--- src/rtl/banco_registros_pkg.sv ---
// -----------------------------------------------------------------------------
// banco_registros_pkg
// Shared types and constants for the register-bank write-port controller.
//   state_t      : controller FSM states (INIT_CLEAR, RUN)
//   REQ_ALU/MEM  : requester ids, also the encoding of last_grant and the
//                  bit positions in the arbiter valid/grant vectors
//   DEFAULT_*    : default data/address widths for the bank
//   ZERO_REG     : hardwired-zero register address, never written
// -----------------------------------------------------------------------------
package banco_registros_pkg;

    typedef enum logic {
        INIT_CLEAR = 1'b0,
        RUN        = 1'b1
    } state_t;

    localparam logic REQ_ALU = 1'b0;
    localparam logic REQ_MEM = 1'b1;

    localparam int DEFAULT_DATA_WIDTH = 32;
    localparam int DEFAULT_ADDR_WIDTH = 5;

    localparam int ZERO_REG = 0;

endpackage

--- src/rtl/arbitro_rr_2.sv ---
// -----------------------------------------------------------------------------
// arbitro_rr_2
// Combinational two-requester round-robin arbiter.
//   valid[1:0]  : request lines, bit REQ_ALU and bit REQ_MEM
//   last_grant  : requester that won the previous arbitration
//   grant[1:0]  : one-hot (or zero) grant
// A lone requester always wins; on contention the requester that did not
// win last time is granted.
// -----------------------------------------------------------------------------
module arbitro_rr_2
    import banco_registros_pkg::*;
(
    input  logic [1:0] valid,
    input  logic       last_grant,
    output logic [1:0] grant
);

    always_comb begin
        grant          = 2'b00;
        grant[REQ_ALU] = valid[REQ_ALU] && (!valid[REQ_MEM] || (last_grant == REQ_MEM));
        grant[REQ_MEM] = valid[REQ_MEM] && (!valid[REQ_ALU] || (last_grant == REQ_ALU));
    end

endmodule

--- src/rtl/controlador_banco_registros.sv ---
// -----------------------------------------------------------------------------
// controlador_banco_registros
// Write-port controller for the register bank. After reset it clears every
// register to zero, then arbitrates the single write port between the ALU
// and load writeback requesters (valid/ready, round-robin).
//   clk, reset              : clock, synchronous active-high reset
//   alu_req_*               : ALU writeback request (valid/address/data/ready)
//   mem_req_*               : load writeback request (valid/address/data/ready)
//   write_address,
//   data_write, write_enable: registered bank write port
//   init_done               : clear sequence finished (sticky until reset)
//   last_grant              : winner of the most recent arbitration (0=ALU)
//   stall_count             : saturating count of cycles with a refused request
// -----------------------------------------------------------------------------
module controlador_banco_registros
    import banco_registros_pkg::*;
#(
    parameter int DATA_WIDTH      = DEFAULT_DATA_WIDTH,
    parameter int ADDR_WIDTH      = DEFAULT_ADDR_WIDTH,
    parameter int NUM_REGS        = 32,
    parameter int STALL_CNT_WIDTH = 16
) (
    input  logic                       clk,
    input  logic                       reset,
    input  logic                       alu_req_valid,
    input  logic [ADDR_WIDTH-1:0]      alu_req_address,
    input  logic [DATA_WIDTH-1:0]      alu_req_data,
    output logic                       alu_req_ready,
    input  logic                       mem_req_valid,
    input  logic [ADDR_WIDTH-1:0]      mem_req_address,
    input  logic [DATA_WIDTH-1:0]      mem_req_data,
    output logic                       mem_req_ready,
    output logic [ADDR_WIDTH-1:0]      write_address,
    output logic [DATA_WIDTH-1:0]      data_write,
    output logic                       write_enable,
    output logic                       init_done,
    output logic                       last_grant,
    output logic [STALL_CNT_WIDTH-1:0] stall_count
);

    // One extra bit so the counter can reach NUM_REGS, the "clear finished" mark.
    localparam int CNT_WIDTH = $clog2(NUM_REGS + 1);

    state_t                state;
    state_t                next_state;
    logic [CNT_WIDTH-1:0]  clear_count;
    logic                  clear_finished;
    logic [1:0]            grant;
    logic                  transfer;
    logic                  stalled;
    logic [ADDR_WIDTH-1:0] sel_address;
    logic [DATA_WIDTH-1:0] sel_data;

    arbitro_rr_2 u_arbitro (
        .valid      ({mem_req_valid, alu_req_valid}),
        .last_grant (last_grant),
        .grant      (grant)
    );

    // NOTE: every signal driven here gets a default first, so no path through
    // the case statement can leave one unassigned and infer a latch.
    always_comb begin
        next_state     = state;
        alu_req_ready  = 1'b0;
        mem_req_ready  = 1'b0;
        clear_finished = (clear_count == CNT_WIDTH'(NUM_REGS));
        case (state)
            INIT_CLEAR: if (clear_finished) next_state = RUN;
            RUN: begin
                alu_req_ready = grant[REQ_ALU];
                mem_req_ready = grant[REQ_MEM];
            end
            default: next_state = INIT_CLEAR;
        endcase
    end

    assign transfer    = alu_req_ready || mem_req_ready;
    assign sel_address = mem_req_ready ? mem_req_address : alu_req_address;
    assign sel_data    = mem_req_ready ? mem_req_data    : alu_req_data;
    assign stalled     = (state == RUN) &&
                         ((alu_req_valid && !alu_req_ready) ||
                          (mem_req_valid && !mem_req_ready));

    // NOTE: sequential state uses non-blocking assignments only, so every
    // register samples the pre-edge values regardless of statement order.
    always_ff @(posedge clk) begin
        if (reset) state <= INIT_CLEAR;
        else       state <= next_state;
    end

    always_ff @(posedge clk) begin
        if (reset) begin
            clear_count   <= '0;
            write_enable  <= 1'b0;
            write_address <= '0;
            data_write    <= '0;
            init_done     <= 1'b0;
            last_grant    <= REQ_MEM;   // ALU gets the first contested grant
            stall_count   <= '0;
        end else begin
            case (state)
                INIT_CLEAR: begin
                    if (!clear_finished) begin
                        write_enable  <= 1'b1;
                        write_address <= clear_count[ADDR_WIDTH-1:0];
                        data_write    <= '0;
                        clear_count   <= clear_count + CNT_WIDTH'(1);
                    end else begin
                        write_enable <= 1'b0;
                        init_done    <= 1'b1;
                    end
                end
                RUN: begin
                    if (transfer) begin
                        // Address 0 is hardwired zero: accept, but never write.
                        write_enable  <= (sel_address != ADDR_WIDTH'(ZERO_REG));
                        write_address <= sel_address;
                        data_write    <= sel_data;
                        last_grant    <= mem_req_ready ? REQ_MEM : REQ_ALU;
                    end else begin
                        write_enable <= 1'b0;
                    end
                    if (stalled && (stall_count != '1))
                        stall_count <= stall_count + STALL_CNT_WIDTH'(1);
                end
                default: write_enable <= 1'b0;
            endcase
        end
    end

endmodule

--- config.mk ---
export PLATFORM = sky130hd
export DESIGN_NAME = controlador_banco_registros
export DESIGN_NICKNAME = d
export VERILOG_FILES = /design/src/rtl/banco_registros_pkg.sv /design/src/rtl/arbitro_rr_2.sv /design/src/rtl/controlador_banco_registros.sv
export SDC_FILE = /design/constraint.sdc
export NUM_CORES = 1
export LEC_CHECK = 0
export CELL_PAD_IN_SITES_DETAIL_PLACEMENT = 1
export CELL_PAD_IN_SITES_GLOBAL_PLACEMENT = 1
export CORE_MARGIN = 5
export CORE_UTILIZATION = 33
export CTS_BUF_LIST = sky130_fd_sc_hd__clkbuf_8 sky130_fd_sc_hd__clkbuf_16
export DETAILED_ROUTE_END_ITERATION = 12
export PLACE_DENSITY_LB_ADDON = 0.25
export SLEW_MARGIN = 0
export SYNTH_ARGS = -nofsm -noshare
export SYNTH_HDL_FRONTEND = slang
export SYNTH_SLANG_ARGS = --single-unit
--- constraint.sdc ---
create_clock -name clk -period 2.8 [get_ports clk]
set_clock_uncertainty 0.15 [all_clocks]
set_input_delay 0.84 -clock clk [delete_from_list [all_inputs] [get_ports clk]]
set_output_delay 0.84 -clock clk [all_outputs]
set_load 0.005 [all_outputs]
==> impl_results.rst <==
.. list-table::
   :header-rows: 1

   * - Metric
     - Value
   * - Most frequent cell after synthesis
     - sky130_fd_sc_hd__dfxtp_1
   * - Clock slew at the register clock pins of the worst setup and hold paths
     - roughly 70 ps
   * - I/O Pins
     - 136
   * - Fraction of power consumed by combinational cells
     - under 10%
   * - Async SR Flop Fraction
     - 0%
   * - GRT Total Usage
     - 19.28%
   * - First-pass GRT wire length
     - around 18000 um
   * - Maximum number of pins on one net before global-route repair
     - 50
   * - Endpoint of the lowest-slack register-to-register path
     - write_address[4]$_SDFFE_PP0P_
   * - Cell with the biggest individual delay on the critical path
     - sky130_fd_sc_hd__clkdlybuf4s50_1
   * - Hold Path Depth
     - 2
   * - Total power draw
     - 2.253 mW
   * - Worst-skew pair later-pin latency
     - 340 ps
   * - Top cells by instance count after synthesis
     - sky130_fd_sc_hd__dfxtp_1, sky130_fd_sc_hd__nor2_1, sky130_fd_sc_hd__and3_1
   * - Routed vias
     - 3457
   * - Internal power
     - between 1.5 and 2 mW
   * - Worst endpoint required time
     - 1810 ps
   * - Final wirelength
     - roughly 11000 um
   * - Commonest register cell after synthesis
     - sky130_fd_sc_hd__dfxtp_1
   * - Static Leakage
     - 1.988 nW
   * - Worst supply voltage drop on vdd
     - 0.0002573 V
   * - Proportion of layout cells with a drive suffix above 1
     - 8.301%
   * - Ant diodes
     - 0
   * - Minimum clock period
     - 2708 ps
   * - Final period util
     - a little over nine tenths
   * - Max-slew headroom at the worst pin
     - 57.20%
   * - Unrepaired setup endpoints after global routing
     - no
   * - Maximum level of the CTS H-tree
     - 3
   * - Clock root buffer
     - sky130_fd_sc_hd__clkbuf_8
   * - Type of element capturing the critical path
     - primary output
   * - Power density of the placed cells
     - 454.3 mW/mm2
   * - Final-layout fill cell count
     - between 1000 and 1500
   * - TritonCTS clock tree
     - built
   * - TritonCTS Sinks
     - 63
   * - Syn Nets
     - between 400 and 500
   * - Length of the first detailed-routing pass in iterations
     - 5
   * - CP startpoint
     - mem_req_valid
   * - Cells after synthesis
     - 390
   * - Final hold vios
     - 0
   * - Initial drt markers
     - between 100 and 150
   * - Core footprint
     - 0.009639 mm2
   * - Start of the worst register-to-register path
     - state$_SDFF_PP0_
   * - # nets final
     - approximately 600
   * - Seq cells post-synth
     - 63
   * - End of the critical path
     - mem_req_ready
   * - Yosys synthesis warning count
     - 0
   * - Number of distinct standard cells referenced by the synthesized netlist
     - 45
   * - Result of the run
     - completed
   * - WL/cell
     - 17.04 um
   * - Switching share of power
     - 19.51%
   * - Post-route DRC violation count
     - 0
   * - NetSw
     - between 0.4 and 0.5 mW
   * - Post-CTS setup buffers
     - 0
   * - Worst Path Max Fanout
     - 2
   * - Full die area
     - between 0.01 and 0.015 mm2
   * - Sequential share of the synthesized area
     - 39.39%
   * - Cell accounting for the most synthesized area
     - sky130_fd_sc_hd__dfxtp_1
   * - Via count of the first global-routing pass
     - 3609
   * - Pins over their slew limit
     - 0
   * - Final ANT Viol Nets
     - 0
   * - Worst-case reg-to-reg path depth
     - 5
   * - Routability congestion estimate from global placement
     - 0.8510
   * - Final count of negative-setup-slack endpoints
     - 0
   * - Type of the worst min-delay path
     - register to register
   * - Part of the power in registers
     - 40.4%
   * - Die outline height
     - 108.5 um
   * - Mean Syn Cell Area
     - 8.210 um2
   * - WHS
     - between 300 and 400 ps
   * - Maximum Capacitance Violations
     - 0
   * - Total standard cell area after synthesis
     - 0.003202 mm2
   * - Maximum frequency from static timing analysis
     - 0.3692 GHz
   * - Grt total ovfl
     - 0
   * - EDFF count, synth
     - 0
   * - Delay of the slowest cell on the worst path
     - 480 ps
   * - Initial antenna violation count
     - 0
   * - Number of placement rows
     - 36
   * - Post-CTS Hold Fix Bufs
     - 0
   * - Crit Path Class
     - input port to primary output
   * - Number of buffers inserted by port buffering
     - roughly 140
   * - Starting Density
     - 33.22%
   * - Cts bufs inserted
     - 9
   * - Fraction of post-synthesis cell area in the top cell type by area
     - 39.39%
   * - Area overhead of the layout relative to synthesis
     - 54.90%
   * - Hpwl dp
     - 8133 um
   * - Tightest Pin Transition
     - 633.1 ps
   * - Worst-case clock buffer depth
     - 2
   * - Horizontal die dimension
     - 108.5 um
   * - Largest cells by area after synthesis
     - sky130_fd_sc_hd__dfxtp_1, sky130_fd_sc_hd__a211oi_1, sky130_fd_sc_hd__and3_1
   * - Arr. time, crit path
     - 1720 ps
   * - Flop-to-flop setup slack
     - 620 ps
   * - Share of power burned in the clock network
     - 51.7%
   * - Startpoint types
     - input port
   * - Number of vias per cell
     - 5.310
   * - List of cells traversed by the critical path
     - clkdlybuf4s50_1, and2_4, nand2_2, inv_1, buf_2
## repair_timing
item	4_1_cts	5_1_grt
resized for setup	8	3
hold endpoints to repair	0	0
setup endpoints to repair	2	1
## cells in the final DEF, fill, tap and decap left out, types with 9 or more instances in the layout
master | Yosys | routed
sky130_fd_sc_hd__clkdlybuf4s50_1 | 0 | 131
sky130_fd_sc_hd__dfxtp_1 | 63 | 63
sky130_fd_sc_hd__nor2_1 | 54 | 54
sky130_fd_sc_hd__and3_1 | 39 | 39
sky130_fd_sc_hd__a211oi_1 | 37 | 37
sky130_fd_sc_hd__a31oi_1 | 36 | 36
sky130_fd_sc_hd__nand2_1 | 14 | 13
sky130_fd_sc_hd__nand3_1 | 12 | 12
sky130_fd_sc_hd__o21ai_0 | 12 | 12
sky130_fd_sc_hd__buf_4 | 0 | 11
sky130_fd_sc_hd__clkbuf_8 | 0 | 10
sky130_fd_sc_hd__a21oi_1 | 11 | 9
## registers in the layout, indices dropped and copies added (netlist names)
register,flops
data_write,32
stall_count,16
clear_count,6
write_address,5
init_done,1
last_grant,1
state,1
write_enable,1
## final cells by class
type                       instances  area (um2)  share of cell area (%)
sequential                        63        1261                   25.43
clock inverter                     6       155.1                   3.128
multi-input combinational        285        1775                   35.80
timing repair buffer             147        1438                   28.99
tap                              133       166.4                   3.355
clock buffer                      10       137.6                   2.775
inverter                           7       26.28                  0.5298
## stage by stage
step	worst slack (ps)	cells	util, %	instance area (um2)	TNS [ps]
floorplan	332.4	390	-	3202	0
CTS	-3.281	651	51.45	4960	-3.281
detailed placement	-379.6	635	48.44	4669	-658.1
global route	20.28	651	51.45	4960	0
global placement	-347.1	635	48.44	4669	-606.7
finish	91.55	651	51.45	4960	0
## worst min-delay path by stage
stage                                      startpoint                     endpoint  slack (ps)
after floorplan                init_done$_SDFFE_PP0P_       init_done$_SDFFE_PP0P_         310
after global placement         init_done$_SDFFE_PP0P_       init_done$_SDFFE_PP0P_         320
after detailed placement       init_done$_SDFFE_PP0P_       init_done$_SDFFE_PP0P_         340
after CTS                  data_write[1]$_SDFFE_PP0P_   data_write[1]$_SDFFE_PP0P_         360
after global routing      data_write[31]$_SDFFE_PP0P_  data_write[31]$_SDFFE_PP0P_         380
final                      data_write[1]$_SDFFE_PP0P_   data_write[1]$_SDFFE_PP0P_         350
## kinds of logic (layout without fill, tap and decap cells)
group	Yosys count	in the layout	synth area share, %
compound gates	115	115	24.07
xor+xnor	4	4	1.094
fa+ha+maj	3	3	1.172
buf+inv	42	170	5.784
flops	63	63	39.39
mux	5	5	1.680
simple gates	158	158	26.81
## power by group through the flow
stage | clock network [mW] | logic (mW) | registers [mW]
global placement | 0 | 0.171 | 0.930
detailed placement | 0 | 0.177 | 0.931
global route | 1.24 | 0.190 | 0.911
CTS | 1.19 | 0.180 | 0.910
finish | 1.16 | 0.178 | 0.910
floorplan | 0 | 0.0424 | 0.929
## worst max-delay path, delay by kind of cell
family / cells / cell delay [ps]
buf+inv: 3 / 670
simple gates: 2 / 220
## per-layer routing
layer / track usage, % / vias to the layer above / wire (um)
met2: 33.54 / 112 / 5495
li1: - / 1704 / -
met1: 21.76 / 1619 / 4535
met5: 0 / - / 0
met3: 6.448 / 22 / 759
met4: 7.304 / 0 / 300
Power figures use the tool's default switching activity.
